[src/rtl/integ_sequencer.sv]
// -----------------------------------------------------------------------------
// integ_sequencer
//
// Sequences one Integradorv2 instance for the odometry path. A programmable
// down-counter produces a sample tick. Each tick captures the acceleration
// sample and starts one integration. The block then follows the integrator's
// busy handshake and latches the velocity result. Overruns (a tick that
// arrives mid-operation) and busy timeouts are recorded in sticky flags.
//
// Optional feature, selected by the INTEG_DEADBAND_EN macro:
//   defined   - samples with |accel| < DEADBAND are sent to the integrator
//               as 0. 16'h8000 passes through unchanged.
//   undefined - accel is passed through unchanged.
//
// Ports:
//   clk, rst          system clock, asynchronous active-high reset
//   cfg_we/addr/wdata config write port (0=period, 1=dt, 2=control)
//                     control bit0 = clear integrator, bit1 = clear error flags
//   run               enables tick generation
//   accel             signed acceleration sample source
//   int_a/int_dt      operands presented to the integrator
//   int_enable        one-cycle start pulse to the integrator
//   int_rst           integrator reset (rst OR a registered clear pulse)
//   int_v/int_busy    integrator result and busy handshake
//   vel/vel_valid     latched velocity and its one-cycle update strobe
//   overrun           sticky: a tick arrived while an operation was running
//   timeout_err       sticky: busy stayed high for TIMEOUT cycles
//   active            high whenever the sequencer is not idle
// -----------------------------------------------------------------------------
module integ_sequencer #(
   parameter int          BUSY_WAIT = 4,
   parameter int          TIMEOUT   = 1024,
   parameter logic [15:0] DEADBAND  = 16'd4
) (
   input  logic        clk,
   input  logic        rst,
   input  logic        cfg_we,
   input  logic [1:0]  cfg_addr,
   input  logic [15:0] cfg_wdata,
   input  logic        run,
   input  logic [15:0] accel,
   output logic [15:0] int_a,
   output logic [15:0] int_dt,
   output logic        int_enable,
   output logic        int_rst,
   input  logic [15:0] int_v,
   input  logic        int_busy,
   output logic [15:0] vel,
   output logic        vel_valid,
   output logic        overrun,
   output logic        timeout_err,
   output logic        active
);

   typedef enum logic [2:0] {
      S_IDLE      = 3'd0,
      S_START     = 3'd1,
      S_WAIT_BUSY = 3'd2,
      S_WAIT_DONE = 3'd3,
      S_LATCH     = 3'd4,
      S_CLEAR     = 3'd5
   } state_t;

   // One counter serves both wait states, so it must hold the larger limit.
   localparam int             WMAX      = (TIMEOUT > BUSY_WAIT) ? TIMEOUT : BUSY_WAIT;
   localparam int             WCW       = $clog2(WMAX + 1);
   localparam logic [WCW-1:0] BUSY_LAST = WCW'(BUSY_WAIT);
   localparam logic [WCW-1:0] DONE_LAST = WCW'(TIMEOUT - 1);

   // Magnitude compare against DEADBAND. 16'h8000 negates to itself, and that
   // value compares as a large unsigned number, so it is never zeroed.
   function automatic logic [15:0] deadband_f(input logic [15:0] x);
      logic [15:0] mag;
      if (x[15]) begin
         mag = 16'd0 - x;
      end else begin
         mag = x;
      end
      if (mag < DEADBAND) begin
         deadband_f = 16'd0;
      end else begin
         deadband_f = x;
      end
   endfunction

   state_t         state_q, state_d;
   logic [15:0]    period_q, period_d;
   logic [15:0]    dt_reg_q, dt_reg_d;
   logic [15:0]    cnt_q, cnt_d;
   logic           run_q;
   logic [WCW-1:0] wcnt_q, wcnt_d;
   logic [15:0]    int_a_q, int_a_d;
   logic [15:0]    int_dt_q, int_dt_d;
   logic           int_en_q, int_en_d;
   logic           clr_pulse_q, clr_pulse_d;
   logic [15:0]    vel_q, vel_d;
   logic           vel_valid_q, vel_valid_d;
   logic           overrun_q, overrun_d;
   logic           timeout_q, timeout_d;
   logic           clr_pend_q, clr_pend_d;
   logic           active_q, active_d;

   logic           per_we_s, dt_we_s, ctl_we_s;
   logic [15:0]    per_wdata_s;
   logic [15:0]    reload_s;
   logic           run_rise_s;
   logic           tick_s;
   logic [15:0]    a_start_s;

`ifdef INTEG_DEADBAND_EN
   assign a_start_s = deadband_f(accel);
`else
   assign a_start_s = accel;
`endif

   // Config decode; periods below 2 are clamped so the counter always wraps.
   always_comb begin
      per_we_s = cfg_we & (cfg_addr == 2'd0);
      dt_we_s  = cfg_we & (cfg_addr == 2'd1);
      ctl_we_s = cfg_we & (cfg_addr == 2'd2);
      if (cfg_wdata < 16'd2) begin
         per_wdata_s = 16'd2;
      end else begin
         per_wdata_s = cfg_wdata;
      end
      if (per_we_s) begin
         period_d = per_wdata_s;
      end else begin
         period_d = period_q;
      end
      if (dt_we_s) begin
         dt_reg_d = cfg_wdata;
      end else begin
         dt_reg_d = dt_reg_q;
      end
   end

   // Tick timer: down-counter reloaded on run rise, wrap and period writes.
   always_comb begin
      run_rise_s = run & ~run_q;
      reload_s   = period_q - 16'd1;
      tick_s     = run & (cnt_q == 16'd0);
      if (!run) begin
         cnt_d = reload_s;
      end else if (per_we_s) begin
         cnt_d = per_wdata_s - 16'd1;
      end else if (run_rise_s || (cnt_q == 16'd0)) begin
         cnt_d = reload_s;
      end else begin
         cnt_d = cnt_q - 16'd1;
      end
   end

   // Sequencer next state. Outputs are computed for the state being entered,
   // so every output is a flop that is valid during that state.
   always_comb begin
      state_d     = state_q;
      wcnt_d      = wcnt_q;
      int_a_d     = int_a_q;
      int_dt_d    = int_dt_q;
      int_en_d    = 1'b0;
      clr_pulse_d = 1'b0;
      vel_d       = vel_q;
      vel_valid_d = 1'b0;
      overrun_d   = overrun_q;
      timeout_d   = timeout_q;
      clr_pend_d  = clr_pend_q;

      case (state_q)
         S_IDLE: begin
            // A pending clear wins; a tick in the same cycle is dropped quietly.
            if (clr_pend_q) begin
               state_d     = S_CLEAR;
               clr_pend_d  = 1'b0;
               clr_pulse_d = 1'b1;
               vel_d       = 16'd0;
            end else if (tick_s) begin
               state_d  = S_START;
               int_a_d  = a_start_s;
               int_dt_d = dt_reg_q;
               int_en_d = 1'b1;
            end else begin
               state_d = S_IDLE;
            end
         end
         S_START: begin
            state_d = S_WAIT_BUSY;
            wcnt_d  = {WCW{1'b0}};
         end
         S_WAIT_BUSY: begin
            // No busy within the window means a single-cycle integrator.
            if (int_busy) begin
               state_d = S_WAIT_DONE;
               wcnt_d  = {WCW{1'b0}};
            end else if (wcnt_q == BUSY_LAST) begin
               state_d     = S_LATCH;
               vel_d       = int_v;
               vel_valid_d = 1'b1;
            end else begin
               wcnt_d = wcnt_q + WCW'(1);
            end
         end
         S_WAIT_DONE: begin
            if (!int_busy) begin
               state_d     = S_LATCH;
               vel_d       = int_v;
               vel_valid_d = 1'b1;
            end else if (wcnt_q == DONE_LAST) begin
               state_d     = S_CLEAR;
               timeout_d   = 1'b1;
               clr_pulse_d = 1'b1;
               vel_d       = 16'd0;
            end else begin
               wcnt_d = wcnt_q + WCW'(1);
            end
         end
         S_LATCH: begin
            state_d = S_IDLE;
         end
         S_CLEAR: begin
            state_d = S_IDLE;
         end
         default: begin
            state_d = S_IDLE;
         end
      endcase

      if (tick_s && (state_q != S_IDLE)) begin
         overrun_d = 1'b1;
      end else begin
         overrun_d = overrun_d;
      end

      // Control writes are applied last so they win over same-cycle events.
      if (ctl_we_s && cfg_wdata[1]) begin
         overrun_d = 1'b0;
         timeout_d = 1'b0;
      end else begin
         overrun_d = overrun_d;
      end
      if (ctl_we_s && cfg_wdata[0]) begin
         clr_pend_d = 1'b1;
      end else begin
         clr_pend_d = clr_pend_d;
      end

      active_d = (state_d != S_IDLE);
   end

   // All sequencer state, including the registered outputs.
   always_ff @(posedge clk or posedge rst) begin
      if (rst) begin
         state_q     <= S_IDLE;
         period_q    <= 16'd1000;
         dt_reg_q    <= 16'd10;
         cnt_q       <= 16'd999;
         run_q       <= 1'b0;
         wcnt_q      <= {WCW{1'b0}};
         int_a_q     <= 16'd0;
         int_dt_q    <= 16'd10;
         int_en_q    <= 1'b0;
         clr_pulse_q <= 1'b0;
         vel_q       <= 16'd0;
         vel_valid_q <= 1'b0;
         overrun_q   <= 1'b0;
         timeout_q   <= 1'b0;
         clr_pend_q  <= 1'b0;
         active_q    <= 1'b0;
      end else begin
         state_q     <= state_d;
         period_q    <= period_d;
         dt_reg_q    <= dt_reg_d;
         cnt_q       <= cnt_d;
         run_q       <= run;
         wcnt_q      <= wcnt_d;
         int_a_q     <= int_a_d;
         int_dt_q    <= int_dt_d;
         int_en_q    <= int_en_d;
         clr_pulse_q <= clr_pulse_d;
         vel_q       <= vel_d;
         vel_valid_q <= vel_valid_d;
         overrun_q   <= overrun_d;
         timeout_q   <= timeout_d;
         clr_pend_q  <= clr_pend_d;
         active_q    <= active_d;
      end
   end

   assign int_a       = int_a_q;
   assign int_dt      = int_dt_q;
   assign int_enable  = int_en_q;
   // The integrator must be held in reset while the sequencer itself is.
   assign int_rst     = rst | clr_pulse_q;
   assign vel         = vel_q;
   assign vel_valid   = vel_valid_q;
   assign overrun     = overrun_q;
   assign timeout_err = timeout_q;
   assign active      = active_q;

endmodule

[config.mk]
export PLATFORM = sky130hd
export DESIGN_NAME = integ_sequencer
export DESIGN_NICKNAME = d
export VERILOG_FILES = /design/src/rtl/integ_sequencer.sv
export SDC_FILE = /design/constraint.sdc
export NUM_CORES = 1
export LEC_CHECK = 0
export ABC_AREA = 1
export CAP_MARGIN = 20
export CELL_PAD_IN_SITES_DETAIL_PLACEMENT = 1
export CELL_PAD_IN_SITES_GLOBAL_PLACEMENT = 2
export CORE_MARGIN = 2
export CORE_UTILIZATION = 29
export CTS_BUF_LIST = sky130_fd_sc_hd__clkbuf_8
export DETAILED_ROUTE_END_ITERATION = 10
export GPL_TIMING_DRIVEN = 1
export PLACE_DENSITY_LB_ADDON = 0.1
export SLEW_MARGIN = 20
export SYNTH_ARGS = -nofsm -noshare
export SYNTH_HDL_FRONTEND = slang
export SYNTH_SLANG_ARGS = --single-unit
[constraint.sdc]
create_clock -name clk -period 3.4 [get_ports clk]
set_input_delay 0.34 -clock clk [delete_from_list [all_inputs] [get_ports clk]]
set_output_delay 0.34 -clock clk [all_outputs]
set_load 0.05 [all_outputs]
==> results.json <==
{
  "crit_path_max_fanout": 14,
  "overflow": 0,
  "dp_cells": 1151,
  "drc": 0,
  "cts_post_setup_buffers_inserted": 0,
  "area_growth_pct": 27.3,
  "yosysWarnings": 0,
  "synth_fp_nets": 841,
  "clkLatencyLatePin_ns": 0.44,
  "numCtsBuffers": 17,
  "synthFlopType": "dfrtp_1",
  "nets": 949,
  "cts_max_level": 4,
  "endpoint_kind": "register",
  "whs_ns": 0.451,
  "clk_path_buf_depth": 2,
  "layout-drive-gt1-share_pct": 14.1,
  "synthCells": 782,
  "wl_um": 19800,
  "chipWidth_um": 153,
  "static-leakage-power_nw": 3.72,
  "cts_resized": 0,
  "num_rows": 54,
  "clk_pin_slew_ns": 0.08,
  "sequentialPowerShare_pct": 37.6,
  "cts.sink_count": 118,
  "slew_viol_final": 0,
  "cp_slowest_cell": "nor2_1",
  "fin_area_mm2": 0.00819,
  "fin_crit_sh_pct": 74.0,
  "fin_skew_ns": 0.0139,
  "seq_area_frac_synth_pct": 46.2,
  "synth_cell_type_count": 52,
  "power.switching_mw": 1.87,
  "hp-class": "in2async",
  "maxCapViolCount": 0,
  "critPathLaunchType": "register",
  "antenna_left": 0,
  "reg2reg_to": "cnt_q[13]$_DFF_PP0_",
  "cp_cell_sequence": "inv_1 -> ha_1 -> nand3_2 -> nor2_2 -> nand2_1 -> nand2_1 -> nor2_1 -> o21a_1 -> nor2_1 -> nand3_1 -> nand2_1 -> inv_1",
  "total_power_mw": 4.75,
  "power.internal_mw": 2.89,
  "first_global_vias": 5980,
  "finalSetupViolCount": 0,
  "io_pins": 109,
  "reg2reg_depth": 12,
  "die-area_mm2": 0.0234,
  "crit_top_cell": "nand2_1",
  "diodes": 0,
  "tritoncts": "done",
  "grt_max_degree": 119,
  "path_class": "reg2reg",
  "ys_seq_elements": 118,
  "dp_hpwl_um": 15000,
  "max-vdd-ir-drop_mv": 0.306,
  "setup_ws_ns": 0.885,
  "pre_cts_slack_ns": 0.730,
  "rsz0062_at_grt": "no",
  "grt_pass1_wl_um": 32400,
  "fin_util_pct": 37.5,
  "core_mm2": 0.0218,
  "gp_congestion": 0.848,
  "p_per_area_mw_per_mm2": 580,
  "relSlewSlack_pct": 38.6,
  "finalHoldViolations": 0,
  "die_height_um": 153,
  "ctsRootBufferMaster": "clkbuf_8",
  "dr.pass1.iters": 6,
  "grtUsageTotal_pct": 17.5,
  "hold_buffers": 0,
  "cp_data_arrival_time_ns": 2.90,
  "fmax_mhz": 398,
  "pwr-share-comb_pct": 32.6,
  "reg2reg_from": "cnt_q[0]$_DFF_PP1_",
  "syn_area_mm2": 0.00643,
  "cpPeakStageDelay_ns": 0.55,
  "vias_per_cell": 4.75,
  "p_clk_share_pct": 29.8,
  "antenna_found_initial": 0,
  "max_slew.worst_pin.slew_ns": 0.918,
  "r2r_slack_ns": 0.89,
  "drt_iter0_drc": 207,
  "stdcell_count": 1183,
  "fin_crit_ns": 2.51,
  "switching_share_pct": 39.3,
  "async_reset_ff_share_pct": 100,
  "vias": 5617,
  "placed_area_mm2": 0.00776,
  "status": "finished clean",
  "numPortBuffers": 108,
  "initial_core_util_pct": 29.5,
  "syn_area_per_cell_um2": 8.23,
  "routedWlPerCell_um": 16.8,
  "fin_setup_tns_ns": 0,
  "synth_edf_count": 0,
  "crit_required_ns": 3.78
}
==> critical path: cells and delay by family, from the launching register on <==
kind	cells	cell delay [ns]
AND/OR/NAND/NOR	8	1.37
flip-flops	1	0.54
adder cells (fa/ha/maj)	1	0.23
AO/OA/AOI/OAI	1	0.20
buffers and inverters	2	0.11
==> cells in the mapped netlist (3+ instances only) <==
cell type | instances | area (um^2)
nand2_1 | 207 | 777
dfrtp_1 | 100 | 2500
nor2_1 | 86 | 323
inv_1 | 73 | 274
o21ai_0 | 69 | 345
nand3_1 | 47 | 235
mux2_2 | 24 | 270
dfstp_2 | 18 | 473
xor2_1 | 17 | 149
a21oi_1 | 16 | 80.1
o21ai_2 | 12 | 105
clkbuf_1 | 10 | 37.5
nand4_1 | 9 | 56.3
buf_6 | 7 | 78.8
o21ai_1 | 6 | 30.0
or2_2 | 6 | 37.5
a211oi_1 | 5 | 37.5
inv_2 | 5 | 18.8
mux2_1 | 5 | 56.3
nand3_2 | 5 | 50.1
nor2_4 | 5 | 56.3
nor3_1 | 5 | 25.0
buf_2 | 4 | 20.0
ha_1 | 4 | 50.1
nor2_2 | 3 | 18.8
xnor2_1 | 3 | 26.3
==> cells by family after synthesis <==
kind of cell               after synthesis  synth area share (%)
adders and majority gates                4                 0.778
AOI/OAI and AO/OA                      122                  10.9
muxes                                   29                  5.08
buffers and inverters                  102                  7.06
xor gates and xnor gates                20                  2.72
DFF                                    118                  46.2
and+or+nand+nor                        387                  27.2
==> power groups by stage <==
stage          Sequential [mW]  Clock (mW)  Combinational [mW]
3_5_place_dp              1.82           0                1.57
6_report                  1.79        1.42                1.55
4_1_cts                   1.79        1.47                1.58
3_3_place_gp              1.81           0                1.56
5_1_grt                   1.82        1.53                1.73
2_1_floorplan             1.96           0                1.01
==> final cells by class <==
type,count,area (um^2)
well taps,280,350
multi-input cells,562,3010
clock inverters,13,171
repair buffers,112,1120
clock buffers,19,262
fillers,2589,13600
inverters,79,303
flip-flops and latches,118,2980
==> cells in the final DEF (no fill, tap or decap), types with 2 or more instances in the layout <==
master             n
a31oi_1            2
nand3_2            5
inv_1             72
nor4_1             2
inv_2              5
nand3_1           47
clkbuf_8          19
o21ai_1            6
bufinv_16          3
o22ai_1            2
ha_1               4
inv_6              2
dfrtp_1          100
nor3_1             5
xor2_1            17
nand4_1            9
o2111ai_1          2
nor2_4             5
o21ai_0           69
mux2_1             5
nor2_1            85
clkinvlp_4         3
a21oi_1           16
xnor2_1            3
or2_2              6
clkinv_4           5
nor2_2             4
mux2_2            24
nand3_4            2
buf_4              3
a211oi_1           5
clkdlybuf4s50_1  108
o21ai_2           12
nand2_1          207
dfstp_2           18
==> sequential cells by signal (all words and copies together), names as in the netlist, 3 cells and up <==
name	cells
cnt_q	16
dt_reg_q	16
int_a	16
int_dt	16
period_q	16
vel	16
wcnt_q	11
state_q	3
==> worst max-delay path by stage <==
| stage | cells after the start | from | slack, ns | end |
|---|---|---|---|---|
| after floorplan | 12 | cnt_q[0]$_DFF_PP1_ | 1.59 | cnt_q[13]$_DFF_PP0_ |
| after global placement | 13 | cfg_wdata[8] | 0.76 | cnt_q[11]$_DFF_PP0_ |
| after detailed placement | 13 | cfg_wdata[9] | 0.73 | cnt_q[11]$_DFF_PP0_ |
| after CTS | 12 | cnt_q[0]$_DFF_PP1_ | 0.90 | cnt_q[13]$_DFF_PP0_ |
| after global routing | 12 | cnt_q[0]$_DFF_PP1_ | 0.64 | cnt_q[13]$_DFF_PP0_ |
| final | 12 | cnt_q[0]$_DFF_PP1_ | 0.89 | cnt_q[13]$_DFF_PP0_ |
==> metal layers <==
metal	vias up	wire (um)	global-route usage [%]
met5	-	0	0
met4	0	371	5.78
met3	19	575	2.98
met2	109	9530	29.3
met1	2733	9370	23.1
li1	2756	-	-
Power figures use the tool's default switching activity.
